===== src/rtl/clock_timekeeper.sv =====
// Wall-clock timekeeper: samples a 1 Hz square wave as data, detects its rising
// edges and keeps packed-BCD hh:mm:ss with 12/24-hour modes and a manual set mode.
module clock_timekeeper #(
  parameter bit HOUR_24     = 1'b1,
  parameter int SYNC_STAGES = 2
) (
  input  logic       clk,
  input  logic       rst,
  input  logic       clk1hz,
  input  logic       set_en,
  input  logic       set_hour_inc,
  input  logic       set_min_inc,
  input  logic       clr_sec,
  output logic [7:0] hours_bcd,
  output logic [7:0] minutes_bcd,
  output logic [7:0] seconds_bcd,
  output logic       pm,
  output logic       tick,
  output logic       day_wrap
);

  localparam logic [7:0] HOUR_RST = HOUR_24 ? 8'h00 : 8'h12;
  localparam logic [7:0] HOUR_MAX = HOUR_24 ? 8'h23 : 8'h12;
  localparam logic [7:0] HOUR_MIN = HOUR_24 ? 8'h00 : 8'h01;

  // Increment a packed-BCD value, wrapping from max back to lo.
  function automatic logic [7:0] bcd_inc(input logic [7:0] v,
                                         input logic [7:0] max,
                                         input logic [7:0] lo);
    if (v == max) return lo;
    if (v[3:0] == 4'd9) return {v[7:4] + 4'd1, 4'd0};
    return {v[7:4], v[3:0] + 4'd1};
  endfunction

  logic [SYNC_STAGES-1:0] sync_q;
  logic                   prev_q;
  logic                   rise;

  assign rise = sync_q[SYNC_STAGES-1] & ~prev_q;

  // NOTE: sequential state uses non-blocking assignments so every flop samples
  // pre-edge values; blocking here would collapse the synchroniser chain.
  always_ff @(posedge clk) begin
    if (rst) begin
      sync_q <= '0;
      prev_q <= 1'b0;
      tick   <= 1'b0;
    end else begin
      sync_q <= {sync_q[SYNC_STAGES-2:0], clk1hz};
      prev_q <= sync_q[SYNC_STAGES-1];
      tick   <= rise;
    end
  end

  logic       sec_top, min_top, hour_top, pm_flip, run_step;
  logic [7:0] sec_n, min_n, hour_n;
  logic       pm_n, wrap_n;

  assign sec_top  = (seconds_bcd == 8'h59);
  assign min_top  = (minutes_bcd == 8'h59);
  assign hour_top = HOUR_24 ? (hours_bcd == 8'h23) : ((hours_bcd == 8'h11) && pm);
  assign pm_flip  = !HOUR_24 && (hours_bcd == 8'h11);
  assign run_step = rise && !set_en;

  // NOTE: every always_comb output gets a default first, so no path can leave
  // a value unassigned and infer a latch.
  always_comb begin
    sec_n  = seconds_bcd;
    min_n  = minutes_bcd;
    hour_n = hours_bcd;
    pm_n   = pm;
    wrap_n = 1'b0;
    if (run_step) begin
      sec_n = bcd_inc(seconds_bcd, 8'h59, 8'h00);
      if (sec_top) begin
        min_n = bcd_inc(minutes_bcd, 8'h59, 8'h00);
        if (min_top) begin
          hour_n = bcd_inc(hours_bcd, HOUR_MAX, HOUR_MIN);
          pm_n   = pm ^ pm_flip;
          wrap_n = hour_top;
        end
      end
    end else if (set_en) begin
      // Set-mode pulses act independently and never carry between fields.
      if (set_min_inc) min_n = bcd_inc(minutes_bcd, 8'h59, 8'h00);
      if (set_hour_inc) begin
        hour_n = bcd_inc(hours_bcd, HOUR_MAX, HOUR_MIN);
        pm_n   = pm ^ pm_flip;
      end
      if (clr_sec) sec_n = 8'h00;
    end
  end

  always_ff @(posedge clk) begin
    if (rst) begin
      seconds_bcd <= 8'h00;
      minutes_bcd <= 8'h00;
      hours_bcd   <= HOUR_RST;
      pm          <= 1'b0;
      day_wrap    <= 1'b0;
    end else begin
      seconds_bcd <= sec_n;
      minutes_bcd <= min_n;
      hours_bcd   <= hour_n;
      pm          <= pm_n;
      day_wrap    <= wrap_n;
    end
  end

endmodule


===== config.mk =====
export PLATFORM = sky130hd
export DESIGN_NAME = clock_timekeeper
export DESIGN_NICKNAME = d
export VERILOG_FILES = /design/src/rtl/clock_timekeeper.sv
export SDC_FILE = /design/constraint.sdc
export NUM_CORES = 1
export LEC_CHECK = 0
export BUFFER_PORTS_ARGS = -buffer_cell sky130_fd_sc_hd__buf_2
export CAP_MARGIN = 5
export CORE_MARGIN = 4
export CORE_UTILIZATION = 49
export DETAILED_ROUTE_END_ITERATION = 8
export GPL_ROUTABILITY_DRIVEN = 1
export GPL_TIMING_DRIVEN = 1
export PLACE_DENSITY_LB_ADDON = 0.05
export SYNTH_ARGS = -nofsm -noshare
export SYNTH_HDL_FRONTEND = slang
export SYNTH_SLANG_ARGS = --single-unit

===== constraint.sdc =====
create_clock -name clk -period 1.8 [get_ports clk]
set_input_delay 0.36 -clock clk [delete_from_list [all_inputs] [get_ports clk]]
set_output_delay 0.36 -clock clk [all_outputs]
set_load 0.01 [all_outputs]

# After elaboration in Yosys (flattened, before gate mapping)
# Index checks and enable logic that the tools add are counted.
[totals] reg_bits=29 inputBits=7 out_inout_bits=27 elab_cells=110
[classes] n_addsub=6 eq_ne=11 n_mux=63 bitwise=5 reduce_logical=15
[ops] operator="$mux 8" count=28
[ops] operator="$mux 1" count=35
[ops] operator="$add 4x1->4 const B" count=6
[ops] operator="$eq 8x7->1 const B" count=2
[ops] operator="$eq 4x4->1 const B" count=3
[ops] operator="$ne 3x1->1 const B" count=3
[ops] operator="$eq 8x6->1 const B" count=1
[ops] operator="$reduce_bool 2->1" count=4
[ops] operator="$reduce_and 3->1" count=2
[ops] operator="$reduce_and 6->1" count=1
[ops] operator="$reduce_bool 3->1" count=2
[ops] operator="$reduce_and 5->1" count=1
[ops] operator="$ne 2x2->1 const B" count=2
[ops] operator="$not 1->1" count=4
[ops] operator="$reduce_and 4->1" count=1
[ops] operator="$reduce_or 4->1" count=1
[ops] operator="$reduce_and 2->1" count=1
[ops] operator="$and 1x1->1" count=1
[ops] operator="$logic_and 1x1->1" count=1
[ops] operator="$logic_not 1->1" count=1

# Longest topological paths before layout
# Gate-level depths: netlist of the first run.
[depth] word_depth=14 ltp_mapped=8

# Least setup slack after synthesis of the first run
# Ideal clock, no wire load.
[synth_path] path_kind="flip-flop to flip-flop" start="reg seconds_bcd[0]" end="reg hours_bcd[6]" arrival_ns=1.715 path_slack_ns=-0.036 path_stages_with_launch=8 n_path_buf=2 period_less_slack_ns=1.836 cell_sequence="dfxtp_1 -> ha_1 -> and3b_1 -> clkbuf_1 -> buf_2 -> nand4_1 -> o22ai_1 -> mux2_2"
[synth_between] elab_chain_len=3
[synth_lines] item="start, declared" line_no="16" source="output logic [7:0] seconds_bcd,"
[synth_lines] item="start signal, assigned" line_no="102" source="seconds_bcd <= sec_n;"
[synth_lines] item="$eq 8x7->1" line_no="59" source="assign sec_top = (seconds_bcd == 8'h59);"
[synth_lines] item="$ne 2x2->1 (no source line)"
[synth_lines] item="$reduce_and 6->1 (no source line)"
[synth_lines] item="end signal, assigned" line_no="104" source="hours_bcd <= hour_n;"
[synth_lines] item="end, declared" line_no="14" source="output logic [7:0] hours_bcd,"
# No other way between the ends.
# A chain may end at the register's enable or synchronous reset.

# Final worst setup path of the first run
[layout_path] start="reg seconds_bcd[0]" end="reg minutes_bcd[4]"
[layout_between] elab_chain_len=3
[layout_lines] item="$eq 8x7->1" line_no="59"
[layout_lines] item="$ne 2x2->1 (no source line)"
[layout_lines] item="$reduce_and 5->1 (no source line)"
[layout_lines] item="end signal, assigned" line_no="103" source="minutes_bcd <= min_n;"
[layout_lines] item="end, declared" line_no="15" source="output logic [7:0] minutes_bcd,"
# No other way between the ends.

==> summary.md, run 1 <==
| Metric | Value |
|---|---|
| CP arrival | 2.00 ns |
| Row cnt | 20 |
| RSZ-0062 raised after global routing | true |
| # IOs | 34 |
| Pre-antenna DRT Iters | 6 |
| Final wirelength | a little over 4000 um |
| Initial DRC Count | 103 |
| Worst Skew | 0.01979 ns |
| CTS root buf | clkbuf_4 |
| Vias in the first global route | ~1600 |
| Syn Nets | just over 200 |
| Worst Path Required | 2.05 ns |
| Post-Syn Area | 0.001643 mm2 |
| Setup crit end kind | flop |
| Fin crit share | 0.9685 |
| WL per Instance | approximately 15 um |
| Post-route setup TNS | 0 ns |
| Sequential area share after synthesis | 0.3534 |
| Most frequent cells in the layout | buf_2 (32), dfxtp_1 (27), buf_4 (15) |
| Hold WS | roughly 0.25 ns |
| Area contributors post-synth | dfxtp_1 (35%), ha_1 (9.1%), a21oi_1 (4.6%), o21ai_0 (2.7%), nand2_1 (2.7%) |
| Worst Setup Path Type | reg2reg |
| Max Clock Freq | 0.5736 GHz |
| Synthesized area per cell | roughly 8.7 um2 |
| Die extent in y | around 66 um |
| Number of max-cap violations | 0 |
| Overflow after GRT | 0 |
| Critical path startpoint category | flop |
| HPWL Detailed | around 3000 um |
| Ys async rst share | 0 |
| Final Hold Viols | 0 |
| Top FF cell, synth | dfxtp_1 |
| CTS clk-pin slew, worst paths | 0.11 ns |
| Final Max Slew Viols | 0 |
| EDFF count, synth | 0 |
| Die footprint | about 0.0043 mm2 |
| Status | finished, final reports clean |
| Minimum clock period | approximately 1.7 ns |
| Syn Inst Count | between 150 and 200 |
| Num CTS Buffers | 5 |
| Maximum vdd drop | roughly 0.00052 V |
| Max FO, Critical Path | 8 |
| Layout Area Growth over Synthesis | 25.97% |
| Initial cell density of the core | 0.5252 |
| Htree depth | 2 |
| Final GP Congestion | around 0.86 |
| Port buffer count | 32 |
| Largest net degree at the start of global routing | 20 |
| Antenna-violating nets left | 0 |
| Largest area contributor in the netlist | dfxtp_1 |
| Register bit total from synthesis | 29 |
| First-pass GRT wire length | around 7000 um |
| Final setup viols | 0 |
| Commonest non-fill, non-tap cell in the layout | buf_2 |
| Clock Tree Buf Depth | 2 |
| Initial antenna violation count | 0 |
| YS warnings | 0 |
| CORE AREA | about 0.0031 mm2 |
| Share of the synthesized area in the top cell type | 0.3534 |
| DRC Markers | 0 |
| Worst-Skew Late Latency | around 0.33 ns |
| # diodes | 0 |
| CTS tree | done |
| Overall routing resource usage | 0.2021 |
| Via Count | between 1500 and 2000 |
| Vias per cell | between 5 and 6 |
| Static Leak | between 0.8 and 0.9 nW |
| Power per Cell Area | about 560 mW/mm2 |
| Sink Count | 29 |
| Distinct cells, synth | 47 |
| Share of layout cells above drive strength 1 | 0.3248 |
| Chip Width | roughly 66 um |
| Fin nets | between 200 and 300 |
| Class of the worst hold path | in2reg |
==> worst max-delay path, cell delays in order (launching register included) <==
cell and delay [ns]:
dfxtp_2 0.38, ha_1 0.20, and3b_2 0.29, a32oi_4 0.18, or4_4 0.45, a21oi_2 0.15
==> stage by stage <==
step                setup WS, ns  instance area, um2    util  total power, mW  instances
floorplan                0.01107                1650       -           0.7295        188
global placement         0.03212                1923  0.6148           0.7590        269
detailed placement      -0.04394                1923  0.6148           0.7611        269
CTS                      0.01265                1981  0.6332            1.164        276
global route            -0.02012                2069  0.6616            1.208        278
finish                   0.05668                2069  0.6616            1.157        278
==> report_power, final <==
group	internal (mW)	total, mW	switching (mW)	leakage, nW
sequential	0.649	0.656	0.00656	0.235
clock	0.184	0.403	0.219	0.0314
combinational	0.0402	0.0978	0.0575	0.607
total	0.873	1.16	0.283	0.874
==> cells by family (layout without fill, tap and decap cells) <==
kind of cell / after synthesis / count (layout) / synth area share
buffers and inverters: 19 / 64 / 0.05560
AO/OA/AOI/OAI: 47 / 47 / 0.1889
XOR/XNOR: 1 / 1 / 0.005332
multiplexers: 3 / 3 / 0.01980
adder cells (fa/ha/maj): 12 / 12 / 0.09139
other: 1 / 1 / 0.002283
AND/OR/NAND/NOR: 76 / 77 / 0.2833
flip-flops: 29 / 29 / 0.3534
==> per-layer routing <==
metal / share of wire / global-route usage / vias to the layer above
li1: - / - / 794
met1: 0.44 / 0.2552 / 750
met2: 0.46 / 0.3304 / 72
met3: 0.079 / 0.05272 / 7
met4: 0.018 / 0.06995 / 0
met5: 0 / 0 / -
==> sequential cells by signal, indices dropped and copies added (netlist names) <==
name and flops:
tick 1, seconds_bcd 8, minutes_bcd 8, day_wrap 1
sync_q 2, hours_bcd 8, prev_q 1
==> layout make-up <==
cell class | count | area, um2
well taps | 44 | 55.05
inverters | 8 | 30.03
repair buffers | 49 | 295.3
fillers | 267 | 1059
clock buffers | 7 | 55.05
multi-input cells | 141 | 1051
flip-flops and latches | 29 | 583.1
==> Yosys cell counts, types with 2 or more instances <==
library cell / n
nor3b_1: 2
a31oi_1: 5
or4_1: 3
a21oi_1: 15
dfxtp_1: 29
buf_6: 2
o41ai_1: 3
and3_1: 3
inv_1: 8
nand4_1: 3
ha_1: 12
o211ai_1: 2
clkbuf_1: 7
nand3_1: 8
nand3b_1: 5
o311ai_0: 3
nor2_1: 7
o21ai_0: 9
nand4b_1: 2
nand2_1: 12
nor4_1: 3
or3_1: 5
and3b_1: 4
nor2b_1: 5
o21a_1: 2
mux2_2: 2
nor3_1: 7
==> final timing paths <==
check / from / to / slack (ns) / cells after the start
max: seconds_bcd[0] / minutes_bcd[4] / 0.06 / 5
min: clk1hz / sync_q[0] / 0.25 / 2
max reg2reg: seconds_bcd[0] / minutes_bcd[4] / 0.06 / 5
min reg2reg: sync_q[0] / sync_q[1] / 0.44 / 1
==> timing repair <==
action	in CTS	in global routing
setup endpoints to repair	10	14
resized for setup	2	18
buffers inserted	0	1
hold buffers	0	0
gates cloned	0	1
pin swaps	0	3
Note: power is estimated with default switching activity, not from simulation.
==> run 2: changes to the inputs <==
--- a/config.mk
+++ b/config.mk
@@ -8,11 +8,12 @@
 export BUFFER_PORTS_ARGS = -buffer_cell sky130_fd_sc_hd__buf_2
 export CAP_MARGIN = 5
 export CORE_MARGIN = 4
-export CORE_UTILIZATION = 49
+export CORE_UTILIZATION = 54
 export DETAILED_ROUTE_END_ITERATION = 8
 export GPL_ROUTABILITY_DRIVEN = 1
 export GPL_TIMING_DRIVEN = 1
 export PLACE_DENSITY_LB_ADDON = 0.05
+export SKIP_CTS_REPAIR_TIMING = 1
 export SYNTH_ARGS = -nofsm -noshare
 export SYNTH_HDL_FRONTEND = slang
 export SYNTH_SLANG_ARGS = --single-unit
==> constraint.sdc (replaced) <==
create_clock -name clk -period 2 [get_ports clk]
set_input_delay 0.4 -clock clk [delete_from_list [all_inputs] [get_ports clk]]
set_output_delay 0.4 -clock clk [all_outputs]
set_load 0.01 [all_outputs]
==> summary.md, run 2 (same netlist as run 1, synthesis figures left out) <==
| Metric | Value |
|---|---|
| Slowest-stage cell, CP | o41a_1 |
| Largest net degree at the start of global routing | 33 (+65%) |
| # diodes | 0 (unchanged) |
| Minimum clock period | 1.842 ns (+0.09853 ns) |
| Power per Cell Area | 602.9 mW/mm2 (+7.9%) |
| CORE AREA | 0.002829 mm2 (-9.6%) |
| Vias per cell | 5.984 (+2.5%) |
| Final Max Slew Viols | 0 (unchanged) |
| Overflow after GRT | 0 (unchanged) |
| Initial cell density of the core | 0.5807 (+0.05552) |
| Max FO, Critical Path | 7 (-1) |
| Final GP Congestion | 0.8672 (+0.76%) |
| Initial DRC Count | 92 (-11%) |
| Layout Area Growth over Synthesis | 17.97% |
| Die footprint | 0.003989 mm2 (-8.2%) |
| Vias in the first global route | 1421 (-8.8%) |
| Row cnt | 19 (-5.0%) |
| Fill cells | 238 (-11%) |
| DRC Markers | 0 (unchanged) |
| Biggest regs | hours_bcd x8, minutes_bcd x8, seconds_bcd x8 |
| Clock share of power | 0.430 (+0.081) |
| Register share of total power | 0.507 (-0.060) |
| Critical path startpoint category | flop |
| GRT met1 Usage | 0.2568 (+0.001622) |
| Worst setup slack after placement | 0.08575 ns (+0.1297 ns) |
| Int Power | 910.6 uW (+4.3%) |
| Initial antenna violation count | 0 (unchanged) |
| RSZ-0062 raised after global routing | false |
| First-pass GRT wire length | 6796 um (-1.7%) |
| Crit path buf inv count | 2 (+2) |
| # IOs | 34 (unchanged) |
| Worst path cell trace | inv_1, ha_1, and3b_2, buf_4, nand2_1, o41a_1, a31oi_1 |
| Status | finished, final reports clean |
| CP arrival | 2.08 ns (+0.08 ns) |
| Max Clock Freq | 0.5429 GHz (-5.3%) |
| CTS clk-pin slew, worst paths | 0.09 ns (-0.02 ns) |
| Final WS setup | 0.1582 ns (+0.1015 ns) |
| Max_slew headroom | 0.6201 |
| GR peak layer | met2 |
| Number of max-cap violations | 0 (unchanged) |
| Share of layout cells above drive strength 1 | 0.2556 (-0.06918) |
| Worst-Skew Late Latency | 0.32 ns (about the same) |
| CP top delay family | compound AO/OA/AOI/OAI gates |
| Overall routing resource usage | 0.2115 (+0.009313) |
| Final wirelength | 3910 um (-4.7%) |
| Net Sw Frac | 0.2207 (-0.02427) |
| Commonest non-fill, non-tap cell in the layout | buf_2 |
| Worst Path Required | 2.24 ns (+0.19 ns) |
| Static Leak | 0.8154 nW (-6.7%) |
| Class of the worst hold path | in2reg |
| Post-route setup TNS | 0 ns (unchanged) |
| Worst-Margin Slew | roughly 0.57 ns |
| Fin crit share | 0.9209 (-0.04759) |
| Sink Count | 29 (unchanged) |
| CTS root buf | clkbuf_4 |
| P_sw | 258.0 uW (-9.0%) |
| Maximum vdd drop | 0.0004599 V (-11%) |
| Met2 Use GR | 0.3491 (+0.01873) |
| GRT met3 Usage | 0.06572 (+0.01300) |
| Final setup viols | 0 (unchanged) |
| CTS tree | done |
| Pre-antenna DRT Iters | 4 (-2) |
| Clock Tree Buf Depth | 2 (unchanged) |
| WL per Instance | 15.39 um (+4.4%) |
| HPWL Detailed | 2849 um (-4.7%) |
| Antenna-violating nets left | 0 (unchanged) |
| Fin nets | 241 (-4.7%) |
| Worst Skew | 0.003345 ns (-0.01644 ns) |
| Die extent in y | 63.16 um (-4.2%) |
| Port buffer count | 32 (unchanged) |
| Worst Setup Path Type | reg2reg |
| Gate power share | 0.064 (-0.021) |
| Setup crit end kind | flop |
| Final Hold Viols | 0 (unchanged) |
| Most frequent cells in the layout | buf_2 (32), dfxtp_1 (28), a21oi_1 (15) |
| Via Count | 1520 (-6.3%) |
| Num CTS Buffers | 5 (unchanged) |
| Htree depth | 2 (unchanged) |
| Chip Width | 63.16 um (-4.2%) |
| CP max stage delay | 0.45 ns (about the same) |
[run 2: worst paths after layout]
| check | startpoint | end | slack (ns) | depth (start not counted) |
|---|---|---|---|---|
| max reg2reg | seconds_bcd[5] | hours_bcd[3] | 0.16 | 7 |
| max | seconds_bcd[5] | hours_bcd[3] | 0.16 | 7 |
| min | clk1hz | sync_q[0] | 0.29 | 2 |
| min reg2reg | sync_q[0] | sync_q[1] | 0.45 | 1 |
[run 2: cell type report]
cell class | instances | area, um2 | area share
repair buffers | 38 | 205.2 | 0.1059
flip-flops and latches | 29 | 581.8 | 0.3002
multi-input cells | 140 | 997.2 | 0.5145
inverters | 8 | 30.03 | 0.01549
clock inverters | 1 | 30.03 | 0.01549
clock buffers | 7 | 55.05 | 0.02841
well taps | 31 | 38.79 | 0.02001
[run 2: through the flow]
| stage | area (um2) | cells | util | total power [mW] | hold WS, ns |
|---|---|---|---|---|---|
| CTS | 1911 | 254 | 0.6754 | 1.172 | 0.2737 |
| global placement | 1826 | 246 | 0.6453 | 0.6743 | 0.4244 |
| detailed placement | 1826 | 246 | 0.6453 | 0.6765 | 0.4286 |
| floorplan | 1643 | 188 | - | 0.6563 | 0.4138 |
| finish | 1938 | 254 | 0.6851 | 1.169 | 0.2855 |
| global route | 1938 | 254 | 0.6851 | 1.226 | 0.2632 |
[run 2: metal layers]
| metal | wire [um] | part of all wire | vias to the layer above |
|---|---|---|---|
| li1 | - | - | 769 |
| met1 | 1809 | 0.46 | 690 |
| met2 | 1812 | 0.46 | 53 |
| met3 | 233 | 0.060 | 8 |
| met4 | 54 | 0.014 | 0 |
| met5 | 0 | 0 | - |
[run 2: power by group through the flow]
stage	Combinational (mW)	Sequential, mW	Clock [mW]
after CTS	0.0713	0.592	0.509
after global routing	0.0824	0.594	0.550
final	0.0745	0.592	0.502
after detailed placement	0.0709	0.606	0
after global placement	0.0695	0.605	0
after floorplan	0.0503	0.606	0
